--- src/rtl/note_player_pkg.sv ---
// Shared widths, FSM state type and the octave-0 half-period table for note_player.
package note_player_pkg;

  localparam int NOTE_BITS        = 3;
  localparam int OCTAVE_BITS      = 2;
  localparam int LENGTH_BITS      = 3;
  localparam int HALF_PERIOD_BITS = 19;

  localparam logic [NOTE_BITS-1:0] NOTE_REST = 3'd7;

  typedef enum logic [1:0] {
    ST_IDLE,
    ST_PLAY,
    ST_GAP
  } state_t;

  // Octave-0 half-periods in 100 MHz cycles; rest has no pitch.
  function automatic logic [HALF_PERIOD_BITS-1:0] base_half(input logic [NOTE_BITS-1:0] note);
    case (note)
      3'd0:    return 19'd382234;
      3'd1:    return 19'd340530;
      3'd2:    return 19'd303379;
      3'd3:    return 19'd286352;
      3'd4:    return 19'd255102;
      3'd5:    return 19'd227273;
      3'd6:    return 19'd202478;
      default: return 19'd0;
    endcase
  endfunction

endpackage

--- src/rtl/note_player_if.sv ---
// Valid/ready note-event channel between the entry/playback stage and note_player.
interface note_player_if;
  import note_player_pkg::*;

  logic                   in_valid;
  logic                   in_ready;
  logic [OCTAVE_BITS-1:0] in_octave;
  logic [NOTE_BITS-1:0]   in_note;
  logic [LENGTH_BITS-1:0] in_length;

  modport master (output in_valid, in_octave, in_note, in_length, input in_ready);
  modport slave  (input in_valid, in_octave, in_note, in_length, output in_ready);
endinterface

--- src/rtl/note_period_rom.sv ---
// Combinational half-period lookup: table entry shifted by octave and DIV_SHIFT, clamped to >= 1.
module note_period_rom
  import note_player_pkg::*;
#(
  parameter int DIV_SHIFT = 0
) (
  input  logic [NOTE_BITS-1:0]        note,
  input  logic [OCTAVE_BITS-1:0]      octave,
  output logic [HALF_PERIOD_BITS-1:0] half
);
  logic [HALF_PERIOD_BITS-1:0] shifted;

  always_comb begin
    shifted = base_half(note) >> (int'(octave) + DIV_SHIFT);
    half    = (shifted == '0) ? {{(HALF_PERIOD_BITS-1){1'b0}}, 1'b1} : shifted;
  end
endmodule

--- src/rtl/note_player.sv ---
// Plays one (octave, note, length) event as a square wave on buzzer, then an optional silent gap.
// Build option: define NOTE_PLAYER_GAP_EN to include the articulation gap (GAP state).
module note_player
  import note_player_pkg::*;
#(
  parameter int CLK_HZ     = 100_000_000,
  parameter int UNIT_TICKS = 12_500_000,
  parameter int GAP_TICKS  = 1_000_000,
  parameter int DIV_SHIFT  = 0
) (
  input  logic          clk,
  input  logic          rst_n,
  input  logic          en,
  note_player_if.slave  up,
  output logic          buzzer,
  output logic          busy,
  output logic          done
);
  localparam int DUR_BITS = $clog2(8 * UNIT_TICKS + 1);

  if (CLK_HZ < 1 || UNIT_TICKS < 1 || GAP_TICKS < 1) begin : g_cfg_check
    $error("note_player: CLK_HZ, UNIT_TICKS and GAP_TICKS must be positive");
  end

  state_t                       state_reg, state_next;
  logic [NOTE_BITS-1:0]         note_reg, note_next;
  logic [OCTAVE_BITS-1:0]       octave_reg, octave_next;
  logic [DUR_BITS-1:0]          dur_reg, dur_next;
  logic [DUR_BITS-1:0]          dur_last_reg, dur_last_next;
  logic [HALF_PERIOD_BITS-1:0]  phase_reg, phase_next;
  logic                         buzzer_reg, buzzer_next;
  logic                         done_reg, done_next;
  logic [HALF_PERIOD_BITS-1:0]  half;

`ifdef NOTE_PLAYER_GAP_EN
  localparam int GAP_BITS = (GAP_TICKS > 1) ? $clog2(GAP_TICKS) : 1;
  logic [GAP_BITS-1:0] gap_reg, gap_next;
`endif

  note_period_rom #(.DIV_SHIFT(DIV_SHIFT)) u_rom (
    .note   (note_reg),
    .octave (octave_reg),
    .half   (half)
  );

  always_ff @(posedge clk or negedge rst_n) begin
    if (!rst_n) begin
      state_reg    <= ST_IDLE;
      note_reg     <= '0;
      octave_reg   <= '0;
      dur_reg      <= '0;
      dur_last_reg <= '0;
      phase_reg    <= '0;
      buzzer_reg   <= 1'b0;
      done_reg     <= 1'b0;
`ifdef NOTE_PLAYER_GAP_EN
      gap_reg      <= '0;
`endif
    end else begin
      state_reg    <= state_next;
      note_reg     <= note_next;
      octave_reg   <= octave_next;
      dur_reg      <= dur_next;
      dur_last_reg <= dur_last_next;
      phase_reg    <= phase_next;
      buzzer_reg   <= buzzer_next;
      done_reg     <= done_next;
`ifdef NOTE_PLAYER_GAP_EN
      gap_reg      <= gap_next;
`endif
    end
  end

  always_comb begin
    state_next    = state_reg;
    note_next     = note_reg;
    octave_next   = octave_reg;
    dur_next      = dur_reg;
    dur_last_next = dur_last_reg;
    phase_next    = phase_reg;
    buzzer_next   = buzzer_reg;
    done_next     = 1'b0;
`ifdef NOTE_PLAYER_GAP_EN
    gap_next      = gap_reg;
`endif

    case (state_reg)
      ST_IDLE: begin
        buzzer_next = 1'b0;
        if (up.in_valid && en) begin
          note_next     = up.in_note;
          octave_next   = up.in_octave;
          dur_next      = '0;
          dur_last_next = DUR_BITS'((int'(up.in_length) + 1) * UNIT_TICKS - 1);
          phase_next    = '0;
          // First half-period is high for pitched notes.
          buzzer_next   = (up.in_note != NOTE_REST);
          state_next    = ST_PLAY;
        end
      end

      ST_PLAY: begin
        if (!en) begin
          state_next  = ST_IDLE;
          buzzer_next = 1'b0;
        end else if (dur_reg == dur_last_reg) begin
          buzzer_next = 1'b0;
`ifdef NOTE_PLAYER_GAP_EN
          gap_next    = '0;
          state_next  = ST_GAP;
`else
          done_next   = 1'b1;
          state_next  = ST_IDLE;
`endif
        end else begin
          dur_next = dur_reg + 1'b1;
          if (phase_reg == half - 1'b1) begin
            phase_next  = '0;
            buzzer_next = (note_reg != NOTE_REST) && !buzzer_reg;
          end else begin
            phase_next = phase_reg + 1'b1;
          end
        end
      end

`ifdef NOTE_PLAYER_GAP_EN
      ST_GAP: begin
        buzzer_next = 1'b0;
        if (!en) begin
          state_next = ST_IDLE;
        end else if (gap_reg == GAP_BITS'(GAP_TICKS - 1)) begin
          done_next  = 1'b1;
          state_next = ST_IDLE;
        end else begin
          gap_next = gap_reg + 1'b1;
        end
      end
`endif

      default: begin
        state_next  = ST_IDLE;
        buzzer_next = 1'b0;
      end
    endcase
  end

  assign up.in_ready = (state_reg == ST_IDLE) && en;
  assign busy        = (state_reg != ST_IDLE);
  assign buzzer      = buzzer_reg;
  assign done        = done_reg;
endmodule

--- src/flat_wrapper.sv ---
// flat-port wrapper written by rule: the top's interface ports become plain ports
module note_player_flat import note_player_pkg::*;
#(
  parameter int CLK_HZ     = 100_000_000,
  parameter int UNIT_TICKS = 12_500_000,
  parameter int GAP_TICKS  = 1_000_000,
  parameter int DIV_SHIFT  = 0
)
  (clk, rst_n, en, buzzer, busy, done, up_in_valid, up_in_octave, up_in_note, up_in_length, up_in_ready);
  note_player_if up_i ();
  input  logic clk;
  input  logic rst_n;
  input  logic en;
  output logic buzzer;
  output logic busy;
  output logic done;
  input wire logic [$bits(up_i.in_valid)-1:0] up_in_valid;
  input wire logic [$bits(up_i.in_octave)-1:0] up_in_octave;
  input wire logic [$bits(up_i.in_note)-1:0] up_in_note;
  input wire logic [$bits(up_i.in_length)-1:0] up_in_length;
  output wire logic [$bits(up_i.in_ready)-1:0] up_in_ready;
  assign up_i.in_valid = up_in_valid;
  assign up_i.in_octave = up_in_octave;
  assign up_i.in_note = up_in_note;
  assign up_i.in_length = up_in_length;
  assign up_in_ready = up_i.in_ready;
  note_player #(.CLK_HZ(CLK_HZ), .UNIT_TICKS(UNIT_TICKS), .GAP_TICKS(GAP_TICKS), .DIV_SHIFT(DIV_SHIFT)) u_core (.clk(clk), .rst_n(rst_n), .en(en), .up(up_i), .buzzer(buzzer), .busy(busy), .done(done));
endmodule
--- config.mk ---
export PLATFORM = sky130hd
export DESIGN_NAME = note_player_flat
export DESIGN_NICKNAME = d
export VERILOG_FILES = /design/src/rtl/note_player_pkg.sv /design/src/rtl/note_player_if.sv /design/src/rtl/note_period_rom.sv /design/src/rtl/note_player.sv /design/src/flat_wrapper.sv
export SDC_FILE = /design/constraint.sdc
export NUM_CORES = 1
export LEC_CHECK = 0
export CAP_MARGIN = 15
export CORE_ASPECT_RATIO = 1.4
export CORE_MARGIN = 2
export CORE_UTILIZATION = 50
export DETAILED_ROUTE_END_ITERATION = 12
export PLACE_DENSITY = 0.67
export SETUP_SLACK_MARGIN = 0.1
export SYNTH_ARGS = -nofsm -noshare
export SYNTH_HDL_FRONTEND = slang
export SYNTH_SLANG_ARGS = --single-unit
--- constraint.sdc ---
create_clock -name clk -period 3.6 [get_ports clk]
set_input_delay 0.36 -clock clk [delete_from_list [all_inputs] [get_ports clk]]
set_output_delay 0.36 -clock clk [all_outputs]
set_load 0.01 [all_outputs]
==> impl_metrics.py <==
metrics = {
    "outcome": {
        "outcome": "finished, violations left",
        "violations": "negative setup slack",
    },
    "die": {
        "core_um2": 12900,
        "die_w_um": 101,
        "io_pins": 16,
        "start_util_pct": 51.1,
        "die_h_um": 140,
        "placementRows": 49,
        "die_area_um2": 14100,
    },
    "setup_path": {
        "reg2regPathDepth": 14,
        "required_ns": 3.81,
        "cp-start-kind": "input pin",
        "crit_path_frequent_cell": "ha_4",
        "worst_path_largest_cell_delay_ns": 0.56,
        "r2r_slack_ns": 0.20,
        "cp.arrival_ns": 3.84,
        "crit_path_end_kind": "flop",
        "crit_type": "in2reg",
        "reg2reg_to": "u_core.buzzer",
        "r2r_start": "u_core.octave_reg[0]",
        "crit_path_max_fanout": 5,
        "cp_slowest_cell": "fa_2",
        "crit_chain": "buf_8 -> ha_4 -> xor2_4 -> ha_4 -> and2_4 -> or2_4 -> fa_2 -> ha_4 -> a21o_1 -> a221oi_4 -> buf_4 -> xnor2_2 -> nor2b_2 -> and4_1 -> nand4_1 -> xnor2_1 -> o21ai_1",
        "critPathLaunch": "up_in_length[0]",
    },
    "clock_tree": {
        "numCtsBuffers": 9,
        "clockRootBuffer": "clkbuf_16",
        "cts_max_path_buffers": 2,
        "clk_latency_ns": 0.34,
        "cts_hold_buf": 0,
        "htree_levels": 3,
        "cts_sinks": 75,
        "cts_tree": "done",
        "path_clk_slew_ns": 0.06,
    },
    "timing": {
        "rsz0062_at_grt": "yes",
        "max_freq_mhz": 275,
        "tightest_slew_ns": 0.976,
        "fin_worst_skew_ns": 0.00719,
        "hold_viol": 0,
        "final.period_utilization_pct": 101,
        "fin_crit_ns": 3.63,
        "finalMaxSlewViolations": 0,
        "hold_ws_ns": 0.134,
        "layout_setup_ws_ns": -0.0298,
        "timing.slew.headroom_pct": 34.9,
        "setup_viol": 2,
    },
    "global_routing": {
        "use_met3_pct": 3.82,
        "grt_pass1_wl_um": 32900,
        "first_global_vias": 6518,
        "globalRouteMet1Util_pct": 31.5,
        "gr-usage-met2_pct": 54.5,
        "grt_max_degree": 76,
        "grt_overflow": 0,
        "antenna_found_initial": 0,
        "grtUsageTotal_pct": 29.7,
        "grt-busiest-layer": "met2",
    },
    "pwr": {
        "p_leak_uw": 0.00348,
        "power.total_uw": 4350,
        "power_density_nw_per_um2": 530,
        "vdd_ir_drop_max_mv": 0.303,
    },
    "detailed_routing": {
        "drtPass1Iterations": 5,
        "drt-wirelength-per-cell_um": 18.8,
        "via_count": 6415,
        "ant_nets": 0,
        "drt_wl_total_um": 20000,
        "routed_via_density": 6.02,
        "drc": 0,
        "drtIter0Drc": 338,
    },
    "logic_synthesis": {
        "synthCells": 805,
        "syn_nets": 857,
        "synth_top_flop_cell": "dfrtp_1",
        "synth_edf_count": 0,
        "synth-warning-count": 0,
        "ys_ff_latch": 75,
        "ys_types": 81,
        "synth_area_um2": 6590,
        "ys_seq_area_share_pct": 28.5,
        "syn_area_per_cell_um2": 8.18,
        "synthArstFlopShare_pct": 100,
    },
    "finish": {
        "synthToLayoutAreaGrowth_pct": 24.7,
        "antenna_cells": 0,
        "nFillCells": 1123,
        "final_cell_mix": "buf_4 (116), nand2_1 (79), nor2_1 (72), dfrtp_1 (72), xnor2_1 (62)",
        "nets": 960,
        "drive_above_1_share_pct": 22.6,
        "mostFrequentLayoutCell": "buf_4",
        "largest_reg_flops": 27,
    },
    "run": {
        "cap_violations": 0,
    },
    "placed_design": {
        "place_congestion": 0.956,
        "io_buffers": 15,
        "hpwl_um": 15400,
    },
    "hold_path": {
        "hold_path.class": "in2async",
    },
}
-- synthesized netlist by cell type (4+ instances only) --
cell type  instances  area share, %
nand2_1           79            4.5
dfrtp_1           75             29
nor2_1            73            4.2
xnor2_1           65            8.6
o21ai_0           48            3.6
inv_1             39            2.2
a21oi_1           38            2.9
ha_1              35            6.7
nand3_1           32            2.4
xor2_1            24            3.2
clkbuf_1          20            1.1
or3_1             19            1.8
and3_1            16            1.5
nor2b_1           15            1.4
nor3_1            14            1.1
nand2b_1          13            1.2
nand4_1           13            1.2
a211oi_1          10            1.1
a31oi_1           10           0.95
nor3b_1            8           0.91
buf_2              7           0.53
nand3b_1           7           0.80
nor4_1             7           0.66
or2_2              7           0.66
a2111oi_0          6           0.80
a221oi_1           6           0.80
and2_1             6           0.57
buf_4              6           0.68
a21o_1             5           0.57
buf_6              5           0.85
fa_1               5            1.5
o22ai_1            5           0.48
a21boi_0           4           0.46
a22oi_1            4           0.46
and4_1             4           0.53
mux2i_1            4           0.61
o2111ai_1          4           0.53
o211ai_1           4           0.46
o31a_1             4           0.53
-- power by group --
part           internal [µW]  leakage [µW]  switching (µW)
combinational           1140       0.00235            1230
sequential               949      0.000994             129
clock                    534      0.000142             367
-- worst max-delay path: cells and delay by family --
| kind | cells | cell delay, ns |
|---|---|---|
| buffers and inverters | 2 | 0.29 |
| AOI/OAI and AO/OA | 3 | 0.64 |
| and+or+nand+nor | 5 | 0.89 |
| xor gates and xnor gates | 3 | 0.47 |
| adders and majority gates | 4 | 1.19 |
-- cells by family after synthesis --
kind of cell             Yosys count  share of synthesized area [%]
XOR/XNOR                          89                           11.8
AO/OA/AOI/OAI                    190                           19.7
adder cells (fa/ha/maj)           40                           8.17
flip-flops                        75                           28.5
multiplexers                       5                          0.950
buffers and inverters             82                           5.72
AND/OR/NAND/NOR                  324                           25.1
-- how the worst max path moves through the flow --
stage,depth (start not counted),to
global route,16,u_core.dur_last_reg[26]
detailed placement,17,u_core.dur_last_reg[26]
floorplan,17,u_core.dur_last_reg[26]
finish,17,u_core.dur_last_reg[26]
global placement,18,u_core.dur_last_reg[26]
CTS,16,u_core.dur_last_reg[26]
-- area by class of cell --
type,count,area [µm²],area share [%]
sequential,75,1880,22.9
clock buffer,9,225,2.74
timing repair buffer,132,1030,12.6
tap,153,191,2.33
inverter,42,160,1.95
clock inverter,6,65.1,0.792
multi-input combinational,648,4660,56.7
-- through the flow --
stage	instances	area (µm²)	setup TNS [ns]	utilization (%)	setup WS, ns
2_1_floorplan	805	6770	-0.865	-	-0.264
3_3_place_gp	1039	7670	-6.12	59.6	-0.960
3_5_place_dp	1039	7670	-6.96	59.6	-1.06
4_1_cts	1058	8090	-0.0394	62.8	-0.0261
5_1_grt	1065	8210	-0.662	63.8	-0.173
6_report	1065	8210	-0.0441	63.8	-0.0298
-- per-layer routing --
layer / wire (µm) / part of all wire, %
met1: 7220 / 36
met5: 0 / 0
met2: 10800 / 54
met3: 750 / 3.7
met4: 1240 / 6.2
-- what timing repair did --
action	in CTS	in global routing
buffers inserted	4	7
resized for setup	40	16
cloned	0	0
endpoints found under the setup margin	21	26
pin swaps	21	6
(Power assumes the default switching activity.)
